### src/rtl/rs_pkg.sv
// Shared types and constants for the reservation-station status array and its entries.
// The optional performance counters are built only when RS_PERF_CNT_EN is defined.
package rs_pkg;

   localparam int NUM_ENTRY_DEF  = 8;
   localparam int PREG_W         = 6;
   localparam int DATA_W         = 16;
   localparam int REPLAY_CYC_DEF = 3;
   localparam int RCNT_W         = 4;   // holds REPLAY_CYC - 1, so REPLAY_CYC may go up to 16
   localparam int PERF_W         = 16;

   typedef enum logic [1:0] {
      ST_EMPTY  = 2'd0,
      ST_WAIT   = 2'd1,
      ST_SCHED  = 2'd2,
      ST_REPLAY = 2'd3
   } entry_state_e;

   typedef struct packed {
      logic [1:0][PREG_W-1:0] psrc;
      logic [1:0]             src_rdy;
      logic [DATA_W-1:0]      data;
   } rs_entry_t;

   function automatic logic tag_hit(input logic [PREG_W-1:0]      tag,
                                    input logic [1:0]             wk_valid,
                                    input logic [1:0][PREG_W-1:0] wk_pdest);
      return (wk_valid[0] && (wk_pdest[0] == tag)) || (wk_valid[1] && (wk_pdest[1] == tag));
   endfunction

   function automatic logic [PERF_W-1:0] sat_add(input logic [PERF_W-1:0] a,
                                                 input logic [1:0]        inc);
      logic [PERF_W:0] sum;
      sum = {1'b0, a} + {{(PERF_W-1){1'b0}}, inc};
      return sum[PERF_W] ? {PERF_W{1'b1}} : sum[PERF_W-1:0];
   endfunction

endpackage

### src/rtl/rs_status_entry.sv
// One reservation-station slot: lifecycle FSM, source wakeup and replay countdown.
// With RS_PERF_CNT_EN defined it also reports when a replay is accepted.
module rs_status_entry
   import rs_pkg::*;
#(
   parameter int REPLAY_CYC = REPLAY_CYC_DEF
) (
   input  logic                   clock,
   input  logic                   reset,
   input  logic                   flush,
   input  logic                   enq_en,
   input  rs_entry_t              enq_entry,
   input  logic [1:0]             wk_valid,
   input  logic [1:0][PREG_W-1:0] wk_pdest,
   input  logic                   grant,
   input  logic                   fb_en,
   input  logic                   fb_hit,
`ifdef RS_PERF_CNT_EN
   output logic                   replay_start,
`endif
   output logic                   valid,
   output logic                   request,
   output logic [DATA_W-1:0]      data
);

   entry_state_e      state_reg, state_next;
   logic [RCNT_W-1:0] cnt_reg, cnt_next;
   rs_entry_t         ent_reg, ent_next;

   assign valid   = (state_reg != ST_EMPTY);
   assign request = (state_reg == ST_WAIT) && (&ent_reg.src_rdy);
   assign data    = ent_reg.data;

`ifdef RS_PERF_CNT_EN
   assign replay_start = (state_reg == ST_SCHED) && fb_en && !fb_hit && !enq_en && !flush;
`endif

   always_ff @(posedge clock or negedge reset) begin
      if (!reset) begin
         state_reg <= ST_EMPTY;
         cnt_reg   <= '0;
         ent_reg   <= '0;
      end else begin
         state_reg <= state_next;
         cnt_reg   <= cnt_next;
         ent_reg   <= ent_next;
      end
   end

   always_comb begin
      state_next = state_reg;
      cnt_next   = cnt_reg;
      ent_next   = ent_reg;

      if (state_reg != ST_EMPTY) begin
         for (int i = 0; i < 2; i++) begin
            if (tag_hit(ent_reg.psrc[i], wk_valid, wk_pdest)) ent_next.src_rdy[i] = 1'b1;
         end
      end

      case (state_reg)
         ST_WAIT: begin
            if (grant && request) state_next = ST_SCHED;
         end
         ST_SCHED: begin
            if (fb_en) begin
               if (fb_hit) begin
                  state_next = ST_EMPTY;
               end else if (REPLAY_CYC == 1) begin
                  state_next = ST_WAIT;
               end else begin
                  state_next = ST_REPLAY;
                  cnt_next   = RCNT_W'(REPLAY_CYC - 1);
               end
            end
         end
         ST_REPLAY: begin
            // Leave as the counter reaches zero so the request returns REPLAY_CYC cycles after feedback.
            cnt_next = cnt_reg - RCNT_W'(1);
            if (cnt_reg <= RCNT_W'(1)) begin
               state_next = ST_WAIT;
               cnt_next   = '0;
            end
         end
         default: ;
      endcase

      if (enq_en) begin
         state_next = ST_WAIT;
         ent_next   = enq_entry;
         cnt_next   = '0;
      end

      if (flush) begin
         state_next = ST_EMPTY;
         cnt_next   = '0;
      end
   end

endmodule

### src/rtl/rs_status_array.sv
// Status store for an 8-entry reservation station: enqueue, wakeup, request, grant and replay.
// Define RS_PERF_CNT_EN to add saturating enqueue/issue/replay counters.
module rs_status_array
   import rs_pkg::*;
#(
   parameter int NUM_ENTRY  = NUM_ENTRY_DEF,
   parameter int REPLAY_CYC = REPLAY_CYC_DEF
) (
   input  logic                 clock,
   input  logic                 reset,
   input  logic                 io_flush,
   input  logic                 io_enq_0_valid,
   input  logic [NUM_ENTRY-1:0] io_enq_0_alloc,
   input  logic [PREG_W-1:0]    io_enq_0_psrc0,
   input  logic [PREG_W-1:0]    io_enq_0_psrc1,
   input  logic [1:0]           io_enq_0_srcRdy,
   input  logic [DATA_W-1:0]    io_enq_0_data,
   input  logic                 io_enq_1_valid,
   input  logic [NUM_ENTRY-1:0] io_enq_1_alloc,
   input  logic [PREG_W-1:0]    io_enq_1_psrc0,
   input  logic [PREG_W-1:0]    io_enq_1_psrc1,
   input  logic [1:0]           io_enq_1_srcRdy,
   input  logic [DATA_W-1:0]    io_enq_1_data,
   output logic                 io_enq_1_ready,
   input  logic                 io_wakeup_0_valid,
   input  logic [PREG_W-1:0]    io_wakeup_0_pdest,
   input  logic                 io_wakeup_1_valid,
   input  logic [PREG_W-1:0]    io_wakeup_1_pdest,
   output logic [NUM_ENTRY-1:0] io_validVec,
   output logic [NUM_ENTRY-1:0] io_request,
   input  logic                 io_grant_valid,
   input  logic [NUM_ENTRY-1:0] io_grant_bits,
   output logic [DATA_W-1:0]    io_issue_data,
   input  logic                 io_fb_valid,
   input  logic [NUM_ENTRY-1:0] io_fb_idx,
`ifdef RS_PERF_CNT_EN
   output logic [PERF_W-1:0]    io_perf_enq,
   output logic [PERF_W-1:0]    io_perf_issue,
   output logic [PERF_W-1:0]    io_perf_replay,
`endif
   input  logic                 io_fb_hit
);

   logic [1:0]             wk_valid;
   logic [1:0][PREG_W-1:0] wk_pdest;
   rs_entry_t              enq_pkt [2];
   logic [NUM_ENTRY-1:0]   valid_vec;
   logic [NUM_ENTRY-1:0]   request_vec;
   logic [DATA_W-1:0]      entry_data [NUM_ENTRY];
`ifdef RS_PERF_CNT_EN
   logic [NUM_ENTRY-1:0]   replay_vec;
`endif

   assign wk_valid = {io_wakeup_1_valid, io_wakeup_0_valid};
   assign wk_pdest = {io_wakeup_1_pdest, io_wakeup_0_pdest};

   // Sources woken in the enqueue cycle are captured as ready (same-cycle bypass).
   always_comb begin
      enq_pkt[0].psrc    = {io_enq_0_psrc1, io_enq_0_psrc0};
      enq_pkt[0].src_rdy = io_enq_0_srcRdy;
      enq_pkt[0].data    = io_enq_0_data;
      enq_pkt[1].psrc    = {io_enq_1_psrc1, io_enq_1_psrc0};
      enq_pkt[1].src_rdy = io_enq_1_srcRdy;
      enq_pkt[1].data    = io_enq_1_data;
      for (int k = 0; k < 2; k++) begin
         for (int i = 0; i < 2; i++) begin
            if (tag_hit(enq_pkt[k].psrc[i], wk_valid, wk_pdest)) enq_pkt[k].src_rdy[i] = 1'b1;
         end
      end
   end

   generate
      for (genvar gi = 0; gi < NUM_ENTRY; gi++) begin : g_entry
         logic en0, en1;
         assign en0 = io_enq_0_valid && io_enq_0_alloc[gi];
         assign en1 = io_enq_1_valid && io_enq_1_alloc[gi];

         rs_status_entry #(
            .REPLAY_CYC(REPLAY_CYC)
         ) u_entry (
            .clock       (clock),
            .reset       (reset),
            .flush       (io_flush),
            .enq_en      (en0 || en1),
            .enq_entry   (en0 ? enq_pkt[0] : enq_pkt[1]),
            .wk_valid    (wk_valid),
            .wk_pdest    (wk_pdest),
            .grant       (io_grant_valid && io_grant_bits[gi]),
            .fb_en       (io_fb_valid && io_fb_idx[gi]),
            .fb_hit      (io_fb_hit),
`ifdef RS_PERF_CNT_EN
            .replay_start(replay_vec[gi]),
`endif
            .valid       (valid_vec[gi]),
            .request     (request_vec[gi]),
            .data        (entry_data[gi])
         );
      end
   endgenerate

   assign io_validVec    = valid_vec;
   assign io_request     = request_vec;
   assign io_enq_1_ready = ($countones(~valid_vec) >= 2);

   always_comb begin
      io_issue_data = '0;
      if (!io_flush) begin
         for (int e = 0; e < NUM_ENTRY; e++) begin
            if (io_grant_valid && io_grant_bits[e] && request_vec[e]) io_issue_data |= entry_data[e];
         end
      end
   end

`ifdef RS_PERF_CNT_EN
   logic       enq0_fire, enq1_fire, issue_fire, replay_fire;
   logic [1:0] enq_inc;

   // Port 1 counts only for slots that port 0 did not claim in the same cycle.
   assign enq0_fire   = !io_flush && io_enq_0_valid && (|io_enq_0_alloc);
   assign enq1_fire   = !io_flush && io_enq_1_valid &&
                        (|(io_enq_1_alloc & ~(io_enq_0_valid ? io_enq_0_alloc : '0)));
   assign enq_inc     = {1'b0, enq0_fire} + {1'b0, enq1_fire};
   assign issue_fire  = !io_flush && io_grant_valid && (|(io_grant_bits & request_vec));
   assign replay_fire = |replay_vec;

   always_ff @(posedge clock or negedge reset) begin
      if (!reset) begin
         io_perf_enq    <= '0;
         io_perf_issue  <= '0;
         io_perf_replay <= '0;
      end else begin
         io_perf_enq    <= sat_add(io_perf_enq, enq_inc);
         io_perf_issue  <= sat_add(io_perf_issue, {1'b0, issue_fire});
         io_perf_replay <= sat_add(io_perf_replay, {1'b0, replay_fire});
      end
   end
`endif

endmodule

### config.mk
export PLATFORM = sky130hd
export DESIGN_NAME = rs_status_array
export DESIGN_NICKNAME = d
export VERILOG_FILES = /design/src/rtl/rs_pkg.sv /design/src/rtl/rs_status_entry.sv /design/src/rtl/rs_status_array.sv
export SDC_FILE = /design/constraint.sdc
export NUM_CORES = 1
export LEC_CHECK = 0
export ABC_CLOCK_PERIOD_IN_PS = 3780
export BUFFER_PORTS_ARGS = -buffer_cell sky130_fd_sc_hd__buf_2
export CAP_MARGIN = 40
export CORE_MARGIN = 3
export CORE_UTILIZATION = 30
export CTS_CLUSTER_DIAMETER = 30
export DETAILED_ROUTE_END_ITERATION = 16
export PLACE_DENSITY_LB_ADDON = 0.05
export SETUP_SLACK_MARGIN = 0.5
export SYNTH_ARGS = -nofsm -noshare
export SYNTH_HDL_FRONTEND = slang
export SYNTH_SLANG_ARGS = --single-unit
### constraint.sdc
create_clock -name clock -period 3.78 [get_ports clock]
set_input_delay 0.189 -clock clock [delete_from_list [all_inputs] [get_ports clock]]
set_output_delay 0.189 -clock clock [all_outputs]
set_load 0.005 [all_outputs]
==> reports/metrics.csv, run 1 <==
stage,metric,value,unit
cells_and_area,postLayoutCellArea,24800,sq um
critical_path,slowest_delay,550,ps
synth,synth_top_area_frac,0.382,
power,ir_drop,0.000351,V
synth,syn-cell-area,18900,sq um
critical_path,cp_slowest_cell,fa_1,
critical_path,cp_common_cell,fa_1,
route,viasPerCell,5.15,
clock_network,cts-buffers-inserted,107,
min_path,worstHoldStart,io_enq_1_psrc1[1],
clock_network,insertion_delay,640,ps
timing,timing.final.ws_setup,-143,ps
clock_network,ctsLongestPathBuffers,3,
critical_path,arrival,3730,ps
power,leakage,10.9,nW
route,wl,74900,microns
cells_and_area,area_growth,31.5,%
synth,ys.warnings.count,0,
placed_design,place_congestion,0.796,
placed_design,port_buffers,146,
outcome,violations,negative setup slack,
synth,synth_ff_type,dfrtp_1,
min_path,holdPathEnd,g_entry[0].u_entry.ent_reg[25]$_DFFE_PN0N_,
route,drtPass1Iterations,5,
power,powerDensity,602,nW/um^2
timing,tightest_slew,1010,ps
critical_path,crit_path_max_fanout,2,
critical_path,critPathKind,flop to primary output,
cells_and_area,largest_reg_flops,128,
synth,synth_area_leaders,"dfrtp_1 38%, mux2i_1 12%, o21ai_0 6.9%, xnor2_1 5.9%, nand2_1 5.7%",
min_path,hp-class,input port to flop,
cells_and_area,drive_gt1_frac,0.184,
synth,yosys-top-cells-count,"288 x dfrtp_1, 288 x nand2_1, 261 x o21ai_0",
synth,yosysTopAreaCell,dfrtp_1,
clock_network,clock-sinks,288,
route,drc_errors,0,
route,final_antenna_net_count,0,
timing,finalHoldViolCount,0,
synth,synthCells,2059,
synth,syn_area_per_cell,9.17,sq um
grt,antenna_found_initial,1,
timing,relSlewSlack,0.318,
grt,grt_pass1_vias,16800,
timing,slew_violations,0,
critical_path,crit_chain,"inv_2, ha_4, inv_4, fa_1, fa_1, fa_1, inv_1, ha_2, fa_2, nand2b_4, buf_6",
clock_network,cts.reportedPaths.clkPinSlew,40,ps
cells_and_area,nNetsFinal,2423,
grt,grt_overflow,0,
clock_network,clock-root-buffer,clkbuf_16,
clock_network,htree_levels,3,
synth,ys_seq_area_frac,0.382,
grt,grt_pass1_wl,112000,microns
critical_path,rr_endpoint,g_entry[7].u_entry.state_reg[0]$_DFFE_PN0P_,
floorplan,ioPinCount,147,
critical_path,cp.required,3590,ps
synth,ys_types,59,
grt,grt_max_degree,80,
clock_network,cts_tree,yes,
outcome,status,"finished, violations left",
grt,grt_usage,0.225,
timing,setup_viol,1,
synth,synthArstFlopShare,1.00,
synth,synth_edf_count,0,
floorplan,die_w,257,microns
floorplan,die-area,66000,sq um
critical_path,rrSetupSlack,1580,ps
placed_design,placed_area,20200,sq um
route,num_vias,16400,
timing,period_needed,3920,ps
critical_path,r2r_cells,6,
timing,finalClockSkew,33.9,ps
critical_path,worstSetupStartpointType,flop,
min_path,hold_path_depth,3,
timing,fin_crit_sh,1.04,
route,wl_per_cell,23.5,microns
floorplan,rows,91,
floorplan,coreArea,62100,sq um
floorplan,die_h,257,microns
timing,max_freq,255,MHz
critical_path,r2r_start,g_entry[7].u_entry.cnt_reg[0]$_DFFE_PN0P_,
route,drtIter0Drc,1117,
critical_path,end_kind,primary output,
timing,rsz0062_at_grt,yes,
timing,setup-tns-final,-143,ps
floorplan,initial_core_util,0.304,
synth,yosys_register_bits,288,
flow_run,cap_violations,0,
synth,synth_fp_nets,2228,
placed_design,hpwlAfterDp,47600,microns
-- report_power, final --
part / switching [mW] / leakage (nW) / internal, mW
clock: 2.46 / 1.84 / 6.27
sequential: 0.343 / 3.56 / 3.49
combinational: 1.32 / 5.52 / 1.06
total: 4.12 / 10.9 / 10.8
-- layout by cell type, fill, tap and decap left out, types with 48 or more instances in the layout --
cell and instances:
clkbuf_16 107, buf_4 55, dfrtp_1 288, xor2_1 112, o21ai_0 260, dlygate4sd3_1 79, a22oi_1 64, nand2_1 287
xnor2_1 128, buf_2 144, ha_1 48, mux2i_1 232
-- worst max-delay path by stage --
stage | start | end | slack (ps) | cells past startpoint
5_1_grt | g_entry[0].u_entry.state_reg[0]$_DFFE_PN0P_ | io_enq_1_ready | -310 | 11
3_5_place_dp | g_entry[1].u_entry.state_reg[1]$_DFFE_PN0P_ | io_enq_1_ready | 210 | 11
2_1_floorplan | g_entry[1].u_entry.state_reg[0]$_DFFE_PN0P_ | io_enq_1_ready | 510 | 10
6_report | g_entry[0].u_entry.state_reg[0]$_DFFE_PN0P_ | io_enq_1_ready | -140 | 11
4_1_cts | g_entry[0].u_entry.state_reg[1]$_DFFE_PN0P_ | io_enq_1_ready | -230 | 11
3_3_place_gp | g_entry[1].u_entry.state_reg[0]$_DFFE_PN0P_ | io_enq_1_ready | 250 | 11
-- layout make-up --
type / count / area [sq um]
sequential: 288 / 7210
fill: 6251 / 37200
tap: 837 / 1050
multi-input combinational: 1517 / 10600
timing repair buffer: 289 / 2100
antenna: 1 / 2.50
clock buffer: 162 / 3220
inverter: 51 / 194
clock inverter: 37 / 473
-- routing by layer --
| metal | vias to the layer above | GRT usage | share of wire |
|---|---|---|---|
| met2 | 501 | 0.351 | 0.45 |
| li1 | 7668 | - | - |
| met3 | 129 | 0.0451 | 0.057 |
| met4 | 0 | 0.0855 | 0.036 |
| met1 | 8084 | 0.308 | 0.46 |
| met5 | - | 0 | 0 |
-- worst max-delay path: cells and delay by family, from the launching register on --
family | cells | cell delay, ps
and+or+nand+nor | 1 | 120
DFF | 1 | 380
adders and majority gates | 6 | 2340
buffers and inverters | 4 | 250
-- timing repair --
item / 4_1_cts / 5_1_grt
pin swaps: 7 / 2
resized for setup: 16 / 1
endpoints found under the setup margin: 4 / 5
endpoints found under the hold margin: 317 / 0
setup buffers: 10 / 1
hold buffers: 79 / 0
-- cells by family (layout without fill, tap and decap cells) --
kind of cell,count (synthesis),count (layout),share of synthesized area
AO/OA/AOI/OAI,465,465,0.154
buffers and inverters,254,539,0.0608
adder cells (fa/ha/maj),55,55,0.0380
other,0,1,0
flip-flops,288,288,0.382
multiplexers,240,240,0.128
AND/OR/NAND/NOR,517,517,0.127
XOR/XNOR,240,240,0.111
-- metrics by stage --
stage | power, mW | setup WS, ps | std cells | hold WS (ps) | util
after floorplan | 5.32 | 507 | 2059 | -107 | -
after global placement | 6.03 | 249 | 2885 | 245 | 0.324
after detailed placement | 6.06 | 207 | 2892 | 232 | 0.326
after CTS | 15.1 | -227 | 3180 | 2.76 | 0.400
after global routing | 15.6 | -313 | 3181 | 12.7 | 0.400
final | 14.9 | -143 | 3182 | 28.5 | 0.400
Power figures use the tool's default switching activity.
==> run 2: changes to the inputs <==
--- a/config.mk
+++ b/config.mk
@@ -6,12 +6,13 @@
 export NUM_CORES = 1
 export LEC_CHECK = 0
 export ABC_CLOCK_PERIOD_IN_PS = 3780
-export BUFFER_PORTS_ARGS = -buffer_cell sky130_fd_sc_hd__buf_2
 export CAP_MARGIN = 40
 export CORE_MARGIN = 3
 export CORE_UTILIZATION = 30
 export CTS_CLUSTER_DIAMETER = 30
 export DETAILED_ROUTE_END_ITERATION = 16
+export DONT_BUFFER_PORTS = 1
+export GPL_TIMING_DRIVEN = 0
 export PLACE_DENSITY_LB_ADDON = 0.05
 export SETUP_SLACK_MARGIN = 0.5
 export SYNTH_ARGS = -nofsm -noshare
==> run 2 against run 1 <==
Against the previous run:
- the run ends with negative hold slack, negative setup slack left
- worst hold slack got worse by 780 ps
- clock skew is 12 ps higher
- sequential power about the same
- die area unchanged
- combinational power about the same
- wire length rose by 13%
- register-to-register slack got worse by 270 ps
- largest cell class unchanged
==> reports/metrics.csv, run 2 (synthesized netlist as in run 1, its figures left out) <==
stage,metric,value,unit,change
critical_path,crit_path_max_fanout,2,,unchanged
clock_network,ctsHoldBuffers,67,,-15%
timing,finalHoldViolCount,288,,+288
floorplan,die_h,257,microns,unchanged
outcome,violations,"negative hold slack, negative setup slack",,
grt,antenna_found_initial,5,,+4
grt,grt_usage,0.254,,+0.0283
clock_network,clock-root-buffer,clkbuf_16,,
timing,timing.hold.ws,-751,ps,-779 ps
cells_and_area,postLayoutCellArea,24900,sq um,+0.10%
power,leakage,10.7,nW,-2.3%
timing,period_needed,3900,ps,-22.3 ps
route,final_antenna_net_count,0,,unchanged
critical_path,rr_endpoint,g_entry[0].u_entry.state_reg[1]$_DFFE_PN0P_,,
flow_run,cap_violations,0,,unchanged
clock_network,ctsLongestPathBuffers,3,,unchanged
cells_and_area,area_growth,31.6,%,
clock_network,cts.reportedPaths.clkPinSlew,40,ps,about the same
critical_path,worstSetupStartpointType,flop,,
critical_path,r2r_cells,8,,+2
floorplan,coreArea,62100,sq um,unchanged
placed_design,place_congestion,0.839,,+5.4%
floorplan,die-area,66000,sq um,unchanged
timing,slew_violations,0,,unchanged
power,clkPwrFrac,0.583,,about the same
timing,finalClockSkew,46.1,ps,+12.2 ps
timing,max_freq,256,MHz,+0.57%
critical_path,cp.required,3590,ps,about the same
grt,grt_overflow,0,,unchanged
floorplan,die_w,257,microns,unchanged
power,internal_power,10.8,mW,-0.58%
route,drtIter0Drc,1607,,+44%
timing,tightest_slew,978,ps,-35.2 ps
timing,relSlewSlack,0.348,,+0.0297
clock_network,insertion_delay,650,ps,about the same
power,switching_share,0.278,,+0.00241
route,wl_per_cell,26.5,microns,+13%
power,seqPwrFrac,0.258,,about the same
power,totalPowerFinal,14.9,mW,-0.24%
placed_design,placed_area,20300,sq um,+0.53%
grt,grt_pass1_vias,17200,,+2.3%
floorplan,rows,91,,unchanged
timing,fin_crit_sh,1.03,,-0.00591
critical_path,arrival,3710,ps,-20 ps
placed_design,hpwlAfterDp,57500,microns,+21%
clock_network,cts_tree,yes,,
grt,grt_pass1_wl,123000,microns,+9.5%
route,drtPass1Iterations,5,,unchanged
timing,timing.final.ws_setup,-121,ps,+22.3 ps
placed_design,port_buffers,0,,-100%
grt,grt_max_degree,289,,+260%
route,viasPerCell,5.35,,+3.8%
floorplan,initial_core_util,0.304,,unchanged
power,switchingPower,4.15,mW,+0.63%
route,wl,85000,microns,+13%
clock_network,clock-sinks,288,,unchanged
critical_path,critPathKind,flop to primary output,,
placed_design,dpl_worst_slack,153,ps,-53.6 ps
power,powerDensity,600,nW/um^2,-0.34%
power,p_comb_frac,0.158,,about the same
floorplan,ioPinCount,147,,unchanged
timing,setup-tns-final,-121,ps,+22.3 ps
route,drc_errors,0,,unchanged
power,ir_drop,0.000399,V,+14%
outcome,status,"finished, violations left",,
critical_path,rrSetupSlack,1310,ps,-270 ps
cells_and_area,nNetsFinal,2448,,+1.0%
route,num_vias,17100,,+4.7%
clock_network,htree_levels,3,,unchanged
cells_and_area,final_cell_mix,"288 x nand2_1, 288 x dfrtp_1, 260 x o21ai_0, 232 x mux2i_1, 129 x clkbuf_1",,
clock_network,cts-buffers-inserted,108,,+0.93%
cells_and_area,largest_reg_flops,128,,unchanged
min_path,hp-class,input port to async pin,,
critical_path,r2r_start,g_entry[0].u_entry.cnt_reg[0]$_DFFE_PN0P_,,
cells_and_area,drive_gt1_frac,0.147,,-0.0364
critical_path,end_kind,primary output,,
timing,setup_viol,1,,unchanged
timing,rsz0062_at_grt,yes,,
==> run 2: cell types whose count changed in the layout (fill, tap and decap cells not counted), sizes merged <==
cell,previous run,this run
inv,55,52
diode,1,4
clkbuf,162,274
dlygate4sd3,79,67
clkinvlp,0,1
buf,208,139
clkinv,26,20
==> run 2: routing by layer <==
| layer | vias to the layer above | track usage | share of wire |
|---|---|---|---|
| met4 | 2 | 0.0973 | 0.037 |
| met5 | - | 0 | 0.00015 |
| li1 | 7731 | - | - |
| met3 | 173 | 0.0611 | 0.070 |
| met2 | 663 | 0.391 | 0.45 |
| met1 | 8579 | 0.343 | 0.45 |
==> run 2: repair_timing <==
item,in CTS,in global routing
buffers inserted,12,0
resized for setup,36,7
endpoints found under the setup margin,17,12
pin swaps,5,1
endpoints found under the hold margin,528,288
gates cloned,0,0
==> run 2: power groups by stage <==
stage / Sequential (mW) / Combinational [mW] / Clock [mW]
2_1_floorplan: 3.78 / 1.54 / 0
4_1_cts: 3.85 / 2.35 / 8.81
3_5_place_dp: 3.88 / 2.14 / 0
5_1_grt: 3.90 / 2.60 / 9.04
3_3_place_gp: 3.87 / 2.08 / 0
6_report: 3.85 / 2.36 / 8.70
==> run 2: stage by stage <==
| stage | hold WS (ps) | utilization | std cells |
|---|---|---|---|
| 2_1_floorplan | -107 | - | 2059 |
| 3_3_place_gp | -94.3 | 0.321 | 2896 |
| 3_5_place_dp | -92.2 | 0.328 | 2927 |
| 4_1_cts | -787 | 0.400 | 3204 |
| 5_1_grt | -792 | 0.401 | 3205 |
| 6_report | -751 | 0.401 | 3208 |
==> run 2: critical path: stages, from the launching register on <==
cell      delay [ps]
dfrtp_1          390
inv_2             90
ha_4             150
inv_4             40
fa_1             560
fa_1             450
fa_1             510
inv_1             40
ha_2             190
fa_2             370
nand3_1          120
o21ai_2           80
nand2b_4          70
==> run 2: final cells by class <==
class | instances | area (sq um)
antenna | 4 | 10.0
multi-input combinational | 1517 | 10600
inverter | 51 | 200
sequential | 288 | 7210
buffer | 203 | 983
timing repair buffer | 110 | 1120
tap | 837 | 1050
clock buffer | 169 | 3220
clock inverter | 29 | 423
fill | 6171 | 37200
==> run 2: how the worst max path moves through the flow <==
| stage | slack, ps | endpoint | startpoint | cells after the start |
|---|---|---|---|---|
| detailed placement | 150 | io_enq_1_ready | g_entry[1].u_entry.state_reg[0]$_DFFE_PN0P_ | 10 |
| global placement | 90 | g_entry[6].u_entry.ent_reg[16]$_DFFE_PN0P_ | io_enq_1_psrc0[4] | 5 |
| finish | -120 | io_enq_1_ready | g_entry[0].u_entry.state_reg[0]$_DFFE_PN0P_ | 12 |
| CTS | -200 | io_enq_1_ready | g_entry[1].u_entry.state_reg[1]$_DFFE_PN0P_ | 10 |
| global route | -280 | io_enq_1_ready | g_entry[1].u_entry.state_reg[1]$_DFFE_PN0P_ | 12 |
| floorplan | 510 | io_enq_1_ready | g_entry[1].u_entry.state_reg[0]$_DFFE_PN0P_ | 10 |
==> run 3: changes to the inputs <==
--- a/config.mk
+++ b/config.mk
@@ -8,7 +8,7 @@
 export ABC_CLOCK_PERIOD_IN_PS = 3780
 export CAP_MARGIN = 40
 export CORE_MARGIN = 3
-export CORE_UTILIZATION = 30
+export CORE_UTILIZATION = 50
 export CTS_CLUSTER_DIAMETER = 30
 export DETAILED_ROUTE_END_ITERATION = 16
 export DONT_BUFFER_PORTS = 1
==> run 3 against run 2 <==
Against the previous run:
- the flow still finishes with violations (negative hold slack, negative setup slack)
- core utilization up 22 points
- setup slack better by 6.8 ps
- first-iteration DRC count up 32%
- die area down 39%
- clock power down 19%
- count of clock-buffer cells in the layout down 55
- critical path type unchanged
- critical endpoint unchanged
==> reports/metrics.csv, run 3 (synthesized netlist as in run 1, its figures left out) <==
stage,metric,value,unit,change
route,num_vias,17300,,+0.70%
critical_path,end_kind,primary output,,
cells_and_area,postLayoutCellArea,22900,sq um,-7.9%
timing,setup-tns-final,-114,ps,+6.85 ps
clock_network,clock-sinks,288,,unchanged
cells_and_area,nFillCells,3226,,-48%
timing,finalClockSkew,25.1,ps,-21.0 ps
route,wl,71900,microns,-15%
critical_path,slowest_delay,560,ps,about the same
clock_network,cts-buffers-inserted,83,,-23%
route,drtIter0Drc,2116,,+32%
floorplan,ioPinCount,147,,unchanged
floorplan,rows,70,,-23%
cells_and_area,final_cell_mix,"288 x nand2_1, 288 x dfrtp_1, 260 x o21ai_0, 232 x mux2i_1, 128 x xnor2_1",,
critical_path,cp.required,3590,ps,about the same
critical_path,critPathKind,flop to primary output,,
power,totalPowerFinal,13.1,mW,-12%
route,drc_errors,0,,unchanged
cells_and_area,area_growth,21.2,%,
placed_design,port_buffers,0,,unchanged
critical_path,arrival,3700,ps,about the same
power,ir_drop,0.000324,V,-19%
placed_design,placed_area,19600,sq um,-3.5%
floorplan,die_h,200,microns,-22%
clock_network,cts_tree,yes,,
placed_design,dpl_worst_slack,126,ps,-27.0 ps
timing,relSlewSlack,0.155,,-0.193
cells_and_area,largest_reg_flops,128,,unchanged
critical_path,r2r_cells,6,,-2
timing,tightest_slew,1270,ps,+289 ps
outcome,status,"finished, violations left",,
clock_network,ctsHoldBuffers,31,,-54%
grt,grt_pass1_wl,108000,microns,-12%
cells_and_area,diodes,0,,-4
min_path,hp-class,input port to async pin,,
grt,grt_overflow,0,,unchanged
cells_and_area,layout.cells.non_filler,2758,,-14%
placed_design,hpwlAfterDp,47900,microns,-17%
timing,slew_violations,0,,unchanged
floorplan,die_w,200,microns,-22%
timing,setup_viol,1,,unchanged
clock_network,insertion_delay,590,ps,-60 ps
timing,max_freq,257,MHz,+0.18%
timing,fin_crit_sh,1.03,,-0.00181
grt,antenna_found_initial,2,,-3
floorplan,coreArea,37000,sq um,-40%
critical_path,cp_slowest_cell,fa_1,,
grt,grt_usage,0.350,,+0.0966
placed_design,place_inst,2570,,-12%
grt,grt_pass1_vias,17100,,-0.52%
clock_network,clock-root-buffer,clkbuf_16,,
clock_network,htree_levels,3,,unchanged
timing,timing.hold.ws,-690,ps,+60.8 ps
cells_and_area,post-route-util,0.619,,+0.219
grt,grt_max_degree,289,,unchanged
clock_network,ctsLongestPathBuffers,3,,unchanged
placed_design,place_congestion,0.918,,+9.4%
floorplan,initial_core_util,0.511,,+0.207
outcome,violations,"negative hold slack, negative setup slack",,
cells_and_area,drive_gt1_frac,0.129,,-0.0183
route,viasPerCell,6.26,,+17%
floorplan,die-area,40100,sq um,-39%
timing,period_needed,3890,ps,-6.85 ps
timing,rsz0062_at_grt,yes,,
critical_path,cp_common_cell,fa_1,,
critical_path,crit_path_max_fanout,4,,+2
cells_and_area,nNetsFinal,2361,,-3.6%
power,powerDensity,573,nW/um^2,-4.5%
clock_network,cts.reportedPaths.clkPinSlew,40,ps,about the same
timing,timing.final.ws_setup,-114,ps,+6.85 ps
timing,finalHoldViolCount,288,,unchanged
critical_path,crit_chain,"inv_1, ha_1, inv_2, fa_1, fa_1, fa_1, inv_1, ha_2, fa_2, nand2b_4",,
route,final_antenna_net_count,0,,unchanged
power,leakage,9.97,nW,-6.6%
route,drtPass1Iterations,6,,+1
route,wl_per_cell,26.1,microns,-1.6%
critical_path,worstSetupStartpointType,flop,,
flow_run,cap_violations,0,,unchanged
==> run 3: cell types whose count changed in the layout (fill, tap and decap cells not counted), moves of 7 or more <==
cell           change
dlygate4sd3_1     -36
buf_6             -15
clkbuf_8           -9
clkbuf_2          +10
buf_8              -7
clkbuf_16         -22
clkbuf_1          -28
==> run 3: worst paths after layout <==
path / start / to / slack [ps]
worst max-delay path: g_entry[3].u_entry.state_reg[1]$_DFFE_PN0P_ / io_enq_1_ready / -110
worst min-delay path: reset / g_entry[5].u_entry.cnt_reg[3]$_DFFE_PN0P_ / -690
worst max register to register: g_entry[5].u_entry.ent_reg[22]$_DFFE_PN0N_ / g_entry[5].u_entry.ent_reg[16]$_DFFE_PN0P_ / 1260
worst min register to register: g_entry[2].u_entry.cnt_reg[1]$_DFFE_PN0P_ / g_entry[2].u_entry.cnt_reg[1]$_DFFE_PN0P_ / 500
max in group asynchronous: reset / g_entry[5].u_entry.ent_reg[21]$_DFFE_PN0N_ / 3450
min in group clock: io_enq_0_data[12] / g_entry[2].u_entry.data[12]$_DFFE_PN0N_ / 10
==> run 3: worst max-delay path: cells and delay by family (launching register included) <==
kind	cells	cell delay [ps]
flip-flops	1	410
AND/OR/NAND/NOR	1	120
buffers and inverters	3	210
adder cells (fa/ha/maj)	6	2400
==> run 3: timing repair <==
item | CTS | global route
setup endpoints to repair | 17 | 3
gates resized for setup | 24 | 3
setup buffers | 6 | 4
pin swaps | 5 | 3
hold endpoints to repair | 401 | 288
==> run 3: final cells by class <==
cell class / instances / area, sq um / area share
Tap cell: 504 / 631 / 0.0275
Clock inverter: 33 / 379 / 0.0166
Buffer: 203 / 976 / 0.0426
Multi-Input combinational cell: 1517 / 10600 / 0.463
Sequential cell: 288 / 7210 / 0.315
Clock buffer: 114 / 2460 / 0.107
Timing Repair Buffer: 48 / 450 / 0.0197
Inverter: 51 / 195 / 0.00853
==> run 3: power by group <==
part | internal (mW) | total (mW) | switching, mW | leakage, nW
Clock | 5.00 | 7.03 | 2.03 | 1.41
Sequential | 3.49 | 3.85 | 0.357 | 3.56
Combinational | 0.974 | 2.24 | 1.26 | 5.00
==> run 3: per-layer routing <==
metal | vias to the layer above | GRT usage | part of all wire
met5 | - | 0 | 0.00011
met4 | 2 | 0.149 | 0.043
met3 | 217 | 0.0873 | 0.11
met2 | 1020 | 0.534 | 0.44
met1 | 8483 | 0.477 | 0.41
li1 | 7546 | - | -
